## src/rtl/regfile_write_port_ctrl.sv

```systemverilog
// Write-port owner for the single-write-port register file: arbitrates ALU/load writeback through a small queue and stalls issue on RAW/WAW hazards.
// Optional operand forwarding from the registered write port is enabled by defining RF_FORWARD_EN.
module regfile_write_port_ctrl_chk #(
    parameter int CNT_W     = 3,
    parameter int BUF_DEPTH = 4
) (
    input logic             clk_i,
    input logic             reset_i,
    input logic             alu_valid_i,
    input logic [CNT_W-1:0] count_i
);
    // ALU has no backpressure, so it must only fire while two queue slots are free
    a_alu_headroom: assert property (@(posedge clk_i) disable iff (reset_i)
        alu_valid_i |-> (count_i <= CNT_W'(BUF_DEPTH - 2)));

    a_no_overflow: assert property (@(posedge clk_i) disable iff (reset_i)
        count_i <= CNT_W'(BUF_DEPTH));
endmodule

module regfile_write_port_ctrl #(
    parameter int DATA_W    = 32,
    parameter int ADDR_W    = 5,
    parameter int BUF_DEPTH = 4
) (
    input  logic              clk,
    input  logic              Reset,
    input  logic              issue_valid,
    input  logic [ADDR_W-1:0] issue_rd,
    input  logic [ADDR_W-1:0] issue_rs1,
    input  logic [ADDR_W-1:0] issue_rs2,
    output logic              issue_ready,
    input  logic              alu_valid,
    input  logic [ADDR_W-1:0] alu_rd,
    input  logic [DATA_W-1:0] alu_data,
    input  logic              mem_valid,
    input  logic [ADDR_W-1:0] mem_rd,
    input  logic [DATA_W-1:0] mem_data,
    output logic              mem_ready,
    output logic              WE,
    output logic [ADDR_W-1:0] AD3,
    output logic [DATA_W-1:0] WD3
`ifdef RF_FORWARD_EN
    ,
    output logic              fwd1_hit,
    output logic [DATA_W-1:0] fwd1_data,
    output logic              fwd2_hit,
    output logic [DATA_W-1:0] fwd2_data
`endif
);
    localparam int NREG  = 2 ** ADDR_W;
    localparam int PTR_W = (BUF_DEPTH > 1) ? $clog2(BUF_DEPTH) : 1;
    localparam int CNT_W = PTR_W + 1;

    logic              we_q, we_d;
    logic [ADDR_W-1:0] ad3_q, ad3_d;
    logic [DATA_W-1:0] wd3_q, wd3_d;
    logic [NREG-1:0]   pending_q, pending_d;

    logic [ADDR_W-1:0] q_rd_q   [BUF_DEPTH];
    logic [DATA_W-1:0] q_data_q [BUF_DEPTH];
    logic [PTR_W-1:0]  head_q, head_d;
    logic [PTR_W-1:0]  tail_q, tail_d;
    logic [CNT_W-1:0]  count_q, count_d;

    logic              head_valid_s, alu_cand_s, mem_cand_s;
    logic              alu_enq_s, mem_enq_s, deq_s;
    logic [PTR_W-1:0]  mem_slot_s;
    logic              room_s, issue_fire_s;
    logic              fwd1_hit_s, fwd2_hit_s;

    assign room_s       = (count_q <= CNT_W'(BUF_DEPTH - 2));
    assign mem_ready    = room_s;
    assign head_valid_s = (count_q != '0);
    assign alu_cand_s   = alu_valid && (alu_rd != '0);
    assign mem_cand_s   = mem_valid && room_s && (mem_rd != '0);
    assign issue_fire_s = issue_valid && issue_ready;

`ifdef RF_FORWARD_EN
    assign fwd1_hit_s = we_q && (ad3_q == issue_rs1) && (issue_rs1 != '0);
    assign fwd2_hit_s = we_q && (ad3_q == issue_rs2) && (issue_rs2 != '0);
    assign fwd1_hit   = fwd1_hit_s;
    assign fwd2_hit   = fwd2_hit_s;
    assign fwd1_data  = wd3_q;
    assign fwd2_data  = wd3_q;
`else
    assign fwd1_hit_s = 1'b0;
    assign fwd2_hit_s = 1'b0;
`endif

    // Issue gate: a forwarded source operand no longer waits on its pending bit
    always_comb begin
        issue_ready = !(pending_q[issue_rs1] && !fwd1_hit_s)
                   && !(pending_q[issue_rs2] && !fwd2_hit_s)
                   && !pending_q[issue_rd]
                   && room_s;
    end

    // Arbitration: queue head beats ALU beats load; losers go to the queue, ALU first
    always_comb begin
        we_d      = 1'b0;
        ad3_d     = ad3_q;
        wd3_d     = wd3_q;
        deq_s     = 1'b0;
        alu_enq_s = 1'b0;
        mem_enq_s = 1'b0;
        if (head_valid_s) begin
            we_d      = 1'b1;
            ad3_d     = q_rd_q[head_q];
            wd3_d     = q_data_q[head_q];
            deq_s     = 1'b1;
            alu_enq_s = alu_cand_s;
            mem_enq_s = mem_cand_s;
        end else if (alu_cand_s) begin
            we_d      = 1'b1;
            ad3_d     = alu_rd;
            wd3_d     = alu_data;
            mem_enq_s = mem_cand_s;
        end else if (mem_cand_s) begin
            we_d  = 1'b1;
            ad3_d = mem_rd;
            wd3_d = mem_data;
        end else begin
            we_d = 1'b0;
        end
    end

    // Queue pointer and occupancy bookkeeping
    always_comb begin
        mem_slot_s = tail_q + PTR_W'(alu_enq_s);
        tail_d     = tail_q + PTR_W'(alu_enq_s) + PTR_W'(mem_enq_s);
        head_d     = head_q + PTR_W'(deq_s);
        count_d    = count_q + CNT_W'(alu_enq_s) + CNT_W'(mem_enq_s) - CNT_W'(deq_s);
    end

    // Scoreboard: a new issue to the same register outranks the retiring write
    always_comb begin
        pending_d = pending_q;
        if (we_q) begin
            pending_d[ad3_q] = 1'b0;
        end else begin
            pending_d[ad3_q] = pending_q[ad3_q];
        end
        if (issue_fire_s && (issue_rd != '0)) begin
            pending_d[issue_rd] = 1'b1;
        end else begin
            pending_d[issue_rd] = pending_d[issue_rd];
        end
        pending_d[0] = 1'b0;
    end

    // Write port, scoreboard and queue control registers
    always_ff @(posedge clk) begin
        if (Reset) begin
            we_q      <= 1'b0;
            ad3_q     <= '0;
            wd3_q     <= '0;
            pending_q <= '0;
            head_q    <= '0;
            tail_q    <= '0;
            count_q   <= '0;
        end else begin
            we_q      <= we_d;
            ad3_q     <= ad3_d;
            wd3_q     <= wd3_d;
            pending_q <= pending_d;
            head_q    <= head_d;
            tail_q    <= tail_d;
            count_q   <= count_d;
        end
    end

    // Queue storage
    always_ff @(posedge clk) begin
        if (Reset) begin
            for (int i = 0; i < BUF_DEPTH; i++) begin
                q_rd_q[i]   <= '0;
                q_data_q[i] <= '0;
            end
        end else begin
            if (alu_enq_s) begin
                q_rd_q[tail_q]   <= alu_rd;
                q_data_q[tail_q] <= alu_data;
            end
            if (mem_enq_s) begin
                q_rd_q[mem_slot_s]   <= mem_rd;
                q_data_q[mem_slot_s] <= mem_data;
            end
        end
    end

    assign WE  = we_q;
    assign AD3 = ad3_q;
    assign WD3 = wd3_q;

    regfile_write_port_ctrl_chk #(
        .CNT_W     (CNT_W),
        .BUF_DEPTH (BUF_DEPTH)
    ) u_chk (
        .clk_i       (clk),
        .reset_i     (Reset),
        .alu_valid_i (alu_valid),
        .count_i     (count_q)
    );
endmodule

```

## config.mk

```make
export PLATFORM = sky130hd
export DESIGN_NAME = regfile_write_port_ctrl
export DESIGN_NICKNAME = d
export VERILOG_FILES = /design/src/rtl/regfile_write_port_ctrl.sv
export SDC_FILE = /design/constraint.sdc
export NUM_CORES = 1
export LEC_CHECK = 0
export ABC_AREA = 0
export CORE_MARGIN = 2
export CORE_UTILIZATION = 25
export DETAILED_ROUTE_END_ITERATION = 8
export REMOVE_ABC_BUFFERS = 1
export SETUP_SLACK_MARGIN = 0.5
export SLEW_MARGIN = 25
export SYNTH_ARGS = -nofsm -noshare
export SYNTH_HDL_FRONTEND = slang
export SYNTH_SLANG_ARGS = --single-unit
```

## constraint.sdc

```tcl
create_clock -name clk -period 12.4 [get_ports clk]
set_input_delay 3.72 -clock clk [delete_from_list [all_inputs] [get_ports clk]]
set_output_delay 3.72 -clock clk [all_outputs]
set_load 0.005 [all_outputs]
```

== Yosys cells after proc, flatten, opt, wreduce, memory -nomap -nowiden ==
Memories as Yosys holds them, arrays and structs flattened. A register that Yosys moved wholly into a read port is not among the register bits.
Index checks and enable logic that the tools add are counted.
W data, S select, Z words.

* Bits of input ports: 94
* Word-level logic and storage cells: 101
* RAM bits: 148
* Register bits: 77
* Output and inout bits: 40
* Memories: 2

{| class="wikitable"
|+ Memories
! name !! words !! bits a word !! read ports !! clocked after Yosys merged registers in !! write ports !! line !! RTL
|-
| q_data_q || 4 || 32 || 1 || 1 || 4 || 60 || <nowiki>logic [DATA_W-1:0] q_data_q [BUF_DEPTH];</nowiki>
|-
| q_rd_q || 4 || 5 || 1 || 1 || 4 || 59 || <nowiki>logic [ADDR_W-1:0] q_rd_q [BUF_DEPTH];</nowiki>
|}

* Bitwise gates (word level): 3
* Mux-type cells: 53
* Magnitude comparators: 7
* Reductions and logical operators: 22
* $add $sub $neg: 6

{| class="wikitable"
|+ Operators with widths
! kind !! count
|-
| $mux W32 || 7
|-
| $bwmux W32 || 2
|-
| $reduce_or A32 Y1 || 2
|-
| $and A32 B32 Y32 || 1
|-
| $not A32 Y32 || 1
|-
| $or A32 B32 Y32 || 1
|-
| $mux W1 || 26
|-
| $bmux W1 S5 || 5
|-
| $mux W5 || 5
|-
| $lt A5 B6 Y1 const B || 4
|-
| $reduce_bool A5 Y1 || 3
|-
| $mux W2 || 6
|-
| $demux W1 S5 || 2
|-
| $ge A5 B1 Y1 const B || 2
|-
| $logic_and A1 B1 Y1 || 10
|-
| $reduce_or A5 Y1 || 2
|-
| $add A2 B1 Y2 || 3
|-
| $add A3 B1 Y3 || 2
|-
| $reduce_bool A3 Y1 || 2
|-
| $le A3 B2 Y1 const B || 1
|-
| $logic_not A1 Y1 || 3
|-
| $sub A3 B1 Y3 || 1
|}

== Depth between registers and ports, before layout ==
Gate-level depths: netlist of the first run.

* Depth after elaboration: 11
* Depth in mapped cells: 11
* Mapped depth without buffers: 11

== Worst setup path after synthesis of the first run ==
OpenSTA, ideal clock, no wires.

* Path type: input to output
* Start point: in issue_rs2[1]
* End point: out issue_ready
* Stages on the path: 6
* Buffers on the path: 1
* Arrival time: 5.310 ns
* Required time: 8.680 ns
* Slack: 3.370 ns
* Cell sequence: buf_2 mux4_2 mux4_2 a2bb2oi_1 o21ai_1 and3_1

* Word-level cells in the longest chain between the ends: 6

{| class="wikitable"
|+ RTL lines
! element !! line !! RTL
|-
| start, declared || 30 || <nowiki>input logic [ADDR_W-1:0] issue_rs2,</nowiki>
|-
| $bmux W1 S5 || 93 || <nowiki>&& !(pending_q[issue_rs2] && !fwd2_hit_s)</nowiki>
|-
| $mux W1 (implied by the code) || 93 ||
|-
| $logic_not A1 Y1 || 93 ||
|-
| $logic_and A1 B1 Y1 || 93 ||
|-
| $logic_and A1 B1 Y1 || 94 || <nowiki>&& !pending_q[issue_rd]</nowiki>
|-
| $logic_and A1 B1 Y1 || 95 || <nowiki>&& room_s;</nowiki>
|-
| end, declared || 31 || <nowiki>output logic issue_ready,</nowiki>
|}

Every way passes these cells. The select of a mux whose other input is x is not followed.

== Worst setup path after layout of the first run ==
* Start point: in issue_rd[0]
* End point: out issue_ready

* Word-level cells in the longest chain between the ends: 5

{| class="wikitable"
|+ RTL lines
! element !! line !! RTL
|-
| start, declared || 28 || <nowiki>input logic [ADDR_W-1:0] issue_rd,</nowiki>
|-
| $bmux W1 S5 || 94 ||
|-
| $mux W1 (implied by the code) || 94 ||
|-
| $logic_not A1 Y1 || 94 ||
|-
| $logic_and A1 B1 Y1 || 94 ||
|-
| $logic_and A1 B1 Y1 || 95 ||
|}

Every way passes these cells. The select of a mux whose other input is x is not followed.

==> flow_summary.json, run 1 <==
{
  "status": "finished clean",
  "path_cells": "clkdlybuf4s50_1, buf_4, nor2b_1, nand2_1, nand3_1, and4_1, and3_1, clkdlybuf4s50_1",
  "cts_root_buf": "clkbuf_16",
  "synth-edff-count": 148,
  "vias_per_cell": 5.31,
  "grtUsageTotal_pct": 16.9,
  "gr-usage-met2_pct": 28.2,
  "grt-busiest-layer": "met2",
  "cts_max_level": 1,
  "finalSetupViolCount": 0,
  "cts-hold-fix-buffers": 0,
  "synth-seq-cells": 224,
  "synthArstFlopShare_pct": 0,
  "max_slew_margin_pct": 37.4,
  "antenna_left": 0,
  "fin_nets": 1532,
  "drc": 0,
  "clk_pin_slew_ns": 0.05,
  "required_ns": 8.68,
  "cts_tree": "done",
  "synth.distinct_cells": 74,
  "post_cts_buffers": 0,
  "grt_pass1_wl_um": 70100,
  "rows": 84,
  "post_cts_resized": 0,
  "clock-sinks": 224,
  "endpoint_kind": "output port",
  "synth_top_area_share_pct": 33.7,
  "rsz0062_at_grt": "no",
  "grt_max_degree": 77,
  "grt-ovfl-total": 0,
  "syn_avg_cell_area_um2": 9.65,
  "critical-path-max-stage-delay_ns": 0.87,
  "clockBufferDepth": 3,
  "synth_ff_type": "edfxtp_1",
  "synth.area.top_cells": "edfxtp_1 (34%), dfxtp_1 (12%), mux4_2 (9.1%), o21ai_0 (6.6%), mux2i_1 (5.1%)",
  "yosysTopAreaCell": "edfxtp_1",
  "gp_congestion": 0.964,
  "hold_path_class": "register to register",
  "drive_gt1_share_pct": 10.4,
  "portBuffers": 133,
  "post-route-util_pct": 30.6,
  "wirelength_um": 47000,
  "ys_warn_count": 0,
  "grt_pass1_vias": 11223,
  "antenna_found_initial": 2,
  "critical_path.slowest_cell": "clkdlybuf4s50_1",
  "use_met3_pct": 2.94,
  "skew_ns": 0.00695,
  "timing.fmax_mhz": 94.9,
  "maxCapViolCount": 0,
  "dieHeight_um": 234,
  "timing.final.crit_share_pct": 85.0,
  "path_common_cell": "clkdlybuf4s50_1",
  "gr-usage-met1_pct": 22.4,
  "core_mm2": 0.0523,
  "hpwl_um": 30400,
  "clock_latency_ns": 0.56,
  "io_pins": 134,
  "finalSetupTns_ns": 0,
  "die_width_um": 234,
  "p_leak_nw": 5.39,
  "syn_inst": 1365,
  "cp-start-kind": "primary input",
  "design.die.area_mm2": 0.0546,
  "vias": 11380,
  "worstMarginPinSlew_ns": 0.939,
  "fin_crit_ns": 10.54,
  "crit_arrival_ns": 6.82,
  "yosysSeqAreaShare_pct": 45.3,
  "crit_type": "primary input to output port",
  "hold_ws_ns": 0.487,
  "start_util_pct": 25.2,
  "vdd_drop_max_v": 0.000114,
  "drt_iter0_markers": 1225,
  "place_area_mm2": 0.0151,
  "first_pass_iters": 6,
  "netlist_area_mm2": 0.0132,
  "antenna_cells": 0,
  "finalMaxSlewViolations": 0,
  "cts_inserted_buffers": 29,
  "pwr_density_cell_mw_per_mm2": 192,
  "cp_max_fo": 13,
  "routedWlPerCell_um": 21.9,
  "syn2layout_area_growth_pct": 21.4,
  "finalHoldViolCount": 0,
  "final_area_mm2": 0.0160,
  "finalPower_w": 0.00307
}
==> layer usage <==
| metal | vias to the layer above | share of wire (%) |
|---|---|---|
| met3 | 90 | 7.7 |
| li1 | 5246 | - |
| met4 | 4 | 2.3 |
| met2 | 525 | 47 |
| met5 | - | 0.051 |
| met1 | 5515 | 43 |
==> sequential cells by signal, indices dropped and copies added, names as in the netlist <==
name	flops
q_data_q	128
AD3	5
head_q	2
WD3	32
q_rd_q	20
count_q	3
WE	1
pending_q	31
tail_q	2
==> worst max-delay path, delay by kind of cell <==
family                 cells  cell delay (ns)
AND/OR/NAND/NOR            5             1.37
buffers and inverters      3             1.72
==> cells in the mapped netlist, drive strengths merged (3+ instances only) <==
library cell,n
ha,4
o22ai,6
nand2,129
clkbuf,77
o311a,3
nor2b,12
a21oi,55
nand3,130
a22oi,7
mux4,53
nor2,124
or3,3
buf,43
and3,9
o21ai,176
dfxtp,76
xnor2,5
a221oi,3
nor3,13
o211a,3
edfxtp,148
a31oi,14
a311oi,20
o31a,10
or3b,3
nand2b,7
or2,3
a211oi,40
mux2i,67
o32ai,4
mux2,8
o21a,3
inv,53
nand3b,7
==> cells by family after synthesis <==
group | share of synthesized area (%)
AND/OR/NAND/NOR | 16.0
flip-flops | 45.3
AO/OA/AOI/OAI | 17.4
adder cells (fa/ha/maj) | 0.684
multiplexers | 14.8
buffers and inverters | 5.39
XOR/XNOR | 0.465
==> power breakdown <==
part           internal [W]  leakage, nW  switching (W)
clock              0.000465        0.434       0.000331
sequential         0.000990         2.16       0.000121
combinational      0.000486         2.79       0.000675
total               0.00194         5.39        0.00113
==> cells in the final DEF (no fill, tap or decap), types with 4 or more instances in the layout <==
master / Yosys / layout
inv_1: 53 / 53
mux4_2: 53 / 53
o32ai_1: 4 / 4
dfxtp_1: 76 / 74
a31oi_1: 14 / 14
nand3b_1: 7 / 7
clkbuf_16: 0 / 29
mux2i_1: 67 / 67
a311oi_1: 19 / 19
o22ai_1: 6 / 6
clkbuf_1: 77 / 12
o21ai_0: 174 / 174
a22oi_1: 7 / 7
nand3_1: 130 / 129
buf_4: 2 / 23
and3_1: 9 / 7
a211oi_1: 40 / 40
nor2b_1: 12 / 12
ha_1: 4 / 4
o31a_1: 10 / 10
a21oi_1: 55 / 55
nand2b_1: 7 / 7
nor2_1: 123 / 123
mux2_2: 7 / 7
nor3_1: 12 / 9
clkinv_2: 0 / 6
xnor2_1: 5 / 5
clkdlybuf4s50_1: 0 / 132
edfxtp_1: 148 / 148
nand2_1: 129 / 126
==> worst paths after layout <==
path / slack [ns] / start / endpoint / cells after the start
worst max-delay path: 1.86 / issue_rd[0] / issue_ready / 8
worst min-delay path: 0.49 / WD3[13]$_SDFFE_PP0P_ / WD3[13]$_SDFFE_PP0P_ / 2
worst max register to register: 8.52 / AD3[0]$_SDFFE_PP0P_ / pending_q[19]$_SDFF_PP0_ / 8
worst min register to register: 0.49 / WD3[13]$_SDFFE_PP0P_ / WD3[13]$_SDFFE_PP0P_ / 2
==> metrics by stage <==
stage,worst slack [ns],std cells
final,1.86,2143
after CTS,1.88,2142
after global placement,2.00,2088
after detailed placement,1.89,2088
after floorplan,1.86,1245
after global routing,1.70,2143
==> layout make-up <==
cell class | count | area [um^2]
clock buffer | 43 | 798
clock inverter | 11 | 88.8
fill | 5431 | 36300
inverter | 53 | 199
multi-input combinational | 968 | 6570
sequential | 224 | 5970
tap | 688 | 861
timing repair buffer | 156 | 1510
Power figures use the tool's default switching activity.
==> inputs of run 2 (changes only) <==
CAP_MARGIN = 5   (was unset)
SLEW_MARGIN = 10   (was 25)
==> run 2 against run 1 <==
First-iteration DRC count grew 3.3%. Cell count about the same. Global-route usage did not move. Register-to-register slack about the same. Sequential share of layout area about the same. Non-clock buffer count down 1. Core utilization hardly changed. Setup slack gained 0.039 ns. Critical path depth unchanged. Flip-flop and latch count unchanged. Sequential power about the same. Count of clock-buffer cells in the layout unchanged. Largest cell class unchanged. Largest power group unchanged.
==> flow_summary.json, run 2 (same netlist as run 1, synthesis figures left out) <==
{
  "status": "finished clean",
  "endpoint_kind": "output port",
  "reg2regPathDepth": 8,
  "cts_max_level": 1,
  "critical_path.slowest_cell": "clkdlybuf4s50_1",
  "first_pass_iters": 6,
  "drive_gt1_share_pct": 10.3,
  "fin_ws_ns": 1.90,
  "vias_per_cell": 5.31,
  "fin_nets": 1531,
  "wirelength_um": 47000,
  "cts-hold-fix-buffers": 0,
  "routedWlPerCell_um": 22.0,
  "cp_max_fo": 13,
  "cts_tree": "done",
  "post_cts_resized": 0,
  "drc": 0,
  "finalSetupViolCount": 0,
  "clk_pin_slew_ns": 0.05,
  "largest_register_ffs": 128,
  "post-route-util_pct": 30.5,
  "die_width_um": 234,
  "drt_iter0_markers": 1266,
  "antenna_cells": 0,
  "final_common_cell": "o21ai_0",
  "critical-path-max-stage-delay_ns": 0.85,
  "io_pins": 134,
  "pwr_density_cell_mw_per_mm2": 192,
  "rows": 84,
  "max_slew_margin_pct": 28.9,
  "design.die.area_mm2": 0.0546,
  "worstMarginPinSlew_ns": 1.07,
  "portBuffers": 133,
  "maxCapViolCount": 0,
  "grt-ovfl-total": 0,
  "dieHeight_um": 234,
  "cts_inserted_buffers": 29,
  "clockBufferDepth": 3,
  "place_area_mm2": 0.0151,
  "gp_congestion": 0.964,
  "final_area_mm2": 0.0160,
  "top_register": "q_data_q",
  "post_cts_buffers": 0,
  "path_common_cell": "clkdlybuf4s50_1",
  "grtUsageTotal_pct": 16.9,
  "finalSetupTns_ns": 0,
  "skew_ns": 0.0114,
  "syn2layout_area_growth_pct": 21.2,
  "p_leak_nw": 5.38,
  "timing.final.crit_share_pct": 84.7,
  "grt_pass1_vias": 11223,
  "final_cell_mix": "o21ai_0 (174), edfxtp_1 (148), clkdlybuf4s50_1 (132)",
  "finalMaxSlewViolations": 0,
  "core_mm2": 0.0523,
  "hpwl_um": 30400,
  "start_util_pct": 25.2,
  "cts_root_buf": "clkbuf_16",
  "rsz0062_at_grt": "no",
  "crit_type": "primary input to output port",
  "required_ns": 8.68,
  "antenna_left": 0,
  "vias": 11369,
  "antenna_found_initial": 2,
  "finalHoldViolCount": 0,
  "cp-start-kind": "primary input",
  "hold_depth": 2,
  "crit_arrival_ns": 6.78,
  "grt_max_degree": 77,
  "fin_crit_ns": 10.50,
  "hold_path_class": "register to register",
  "grt_pass1_wl_um": 70100,
  "clock-sinks": 224,
  "clock_latency_ns": 0.56,
  "timing.fmax_mhz": 95.2,
  "post-place-ws_ns": 1.89,
  "vdd_drop_max_v": 0.000113,
  "path_cells": "clkdlybuf4s50_1, buf_4, nor2b_1, nand2_1, nand3_1, and4_1, and3_1, clkdlybuf4s50_1"
}
==> run 2: changes by cell type in the layout (fill, tap and decap cells not counted) <==
cell	change
buf_8	-1
==> run 2: worst max-delay path, delay by kind of cell <==
family / cells / cell delay (ns)
buffers and inverters: 3 / 1.70
AND/OR/NAND/NOR: 5 / 1.34
==> run 2: path summary, 6_finish.rpt <==
path | from | end | slack (ns)
worst max-delay path | issue_rd[0] | issue_ready | 1.90
worst min-delay path | WD3[13]$_SDFFE_PP0P_ | WD3[13]$_SDFFE_PP0P_ | 0.49
worst max register to register | AD3[0]$_SDFFE_PP0P_ | pending_q[19]$_SDFF_PP0_ | 8.51
worst min register to register | WD3[13]$_SDFFE_PP0P_ | WD3[13]$_SDFFE_PP0P_ | 0.49
==> run 2: layout make-up <==
| cell class | count | area (um^2) |
|---|---|---|
| Clock buffer | 43 | 798 |
| Inverter | 53 | 199 |
| Fill cell | 5433 | 36400 |
| Sequential cell | 224 | 5970 |
| Multi-Input combinational cell | 968 | 6570 |
| Timing Repair Buffer | 155 | 1490 |
| Tap cell | 688 | 861 |
| Clock inverter | 11 | 88.8 |
==> run 2: routing by layer <==
| metal | up-vias | wire length (um) | track usage, % |
|---|---|---|---|
| met5 | - | 27 | 0 |
| met1 | 5513 | 19900 | 22.4 |
| met3 | 85 | 3870 | 2.94 |
| met4 | 4 | 1040 | 4.31 |
| met2 | 520 | 22200 | 28.2 |
| li1 | 5247 | - | - |
==> run 2: where the power goes <==
group / switching, W / internal (W)
Combinational: 0.000671 / 0.000481
Clock: 0.000333 / 0.000465
Sequential: 0.000121 / 0.000990
==> run 2: through the flow <==
step                      std cells  hold WS, ns  power, W
after global routing           2142        0.505   0.00323
final                          2142        0.487   0.00306
after detailed placement       2088        0.476   0.00228
after floorplan                1245        0.483   0.00179
after CTS                      2142        0.488   0.00309
after global placement         2088        0.474   0.00227
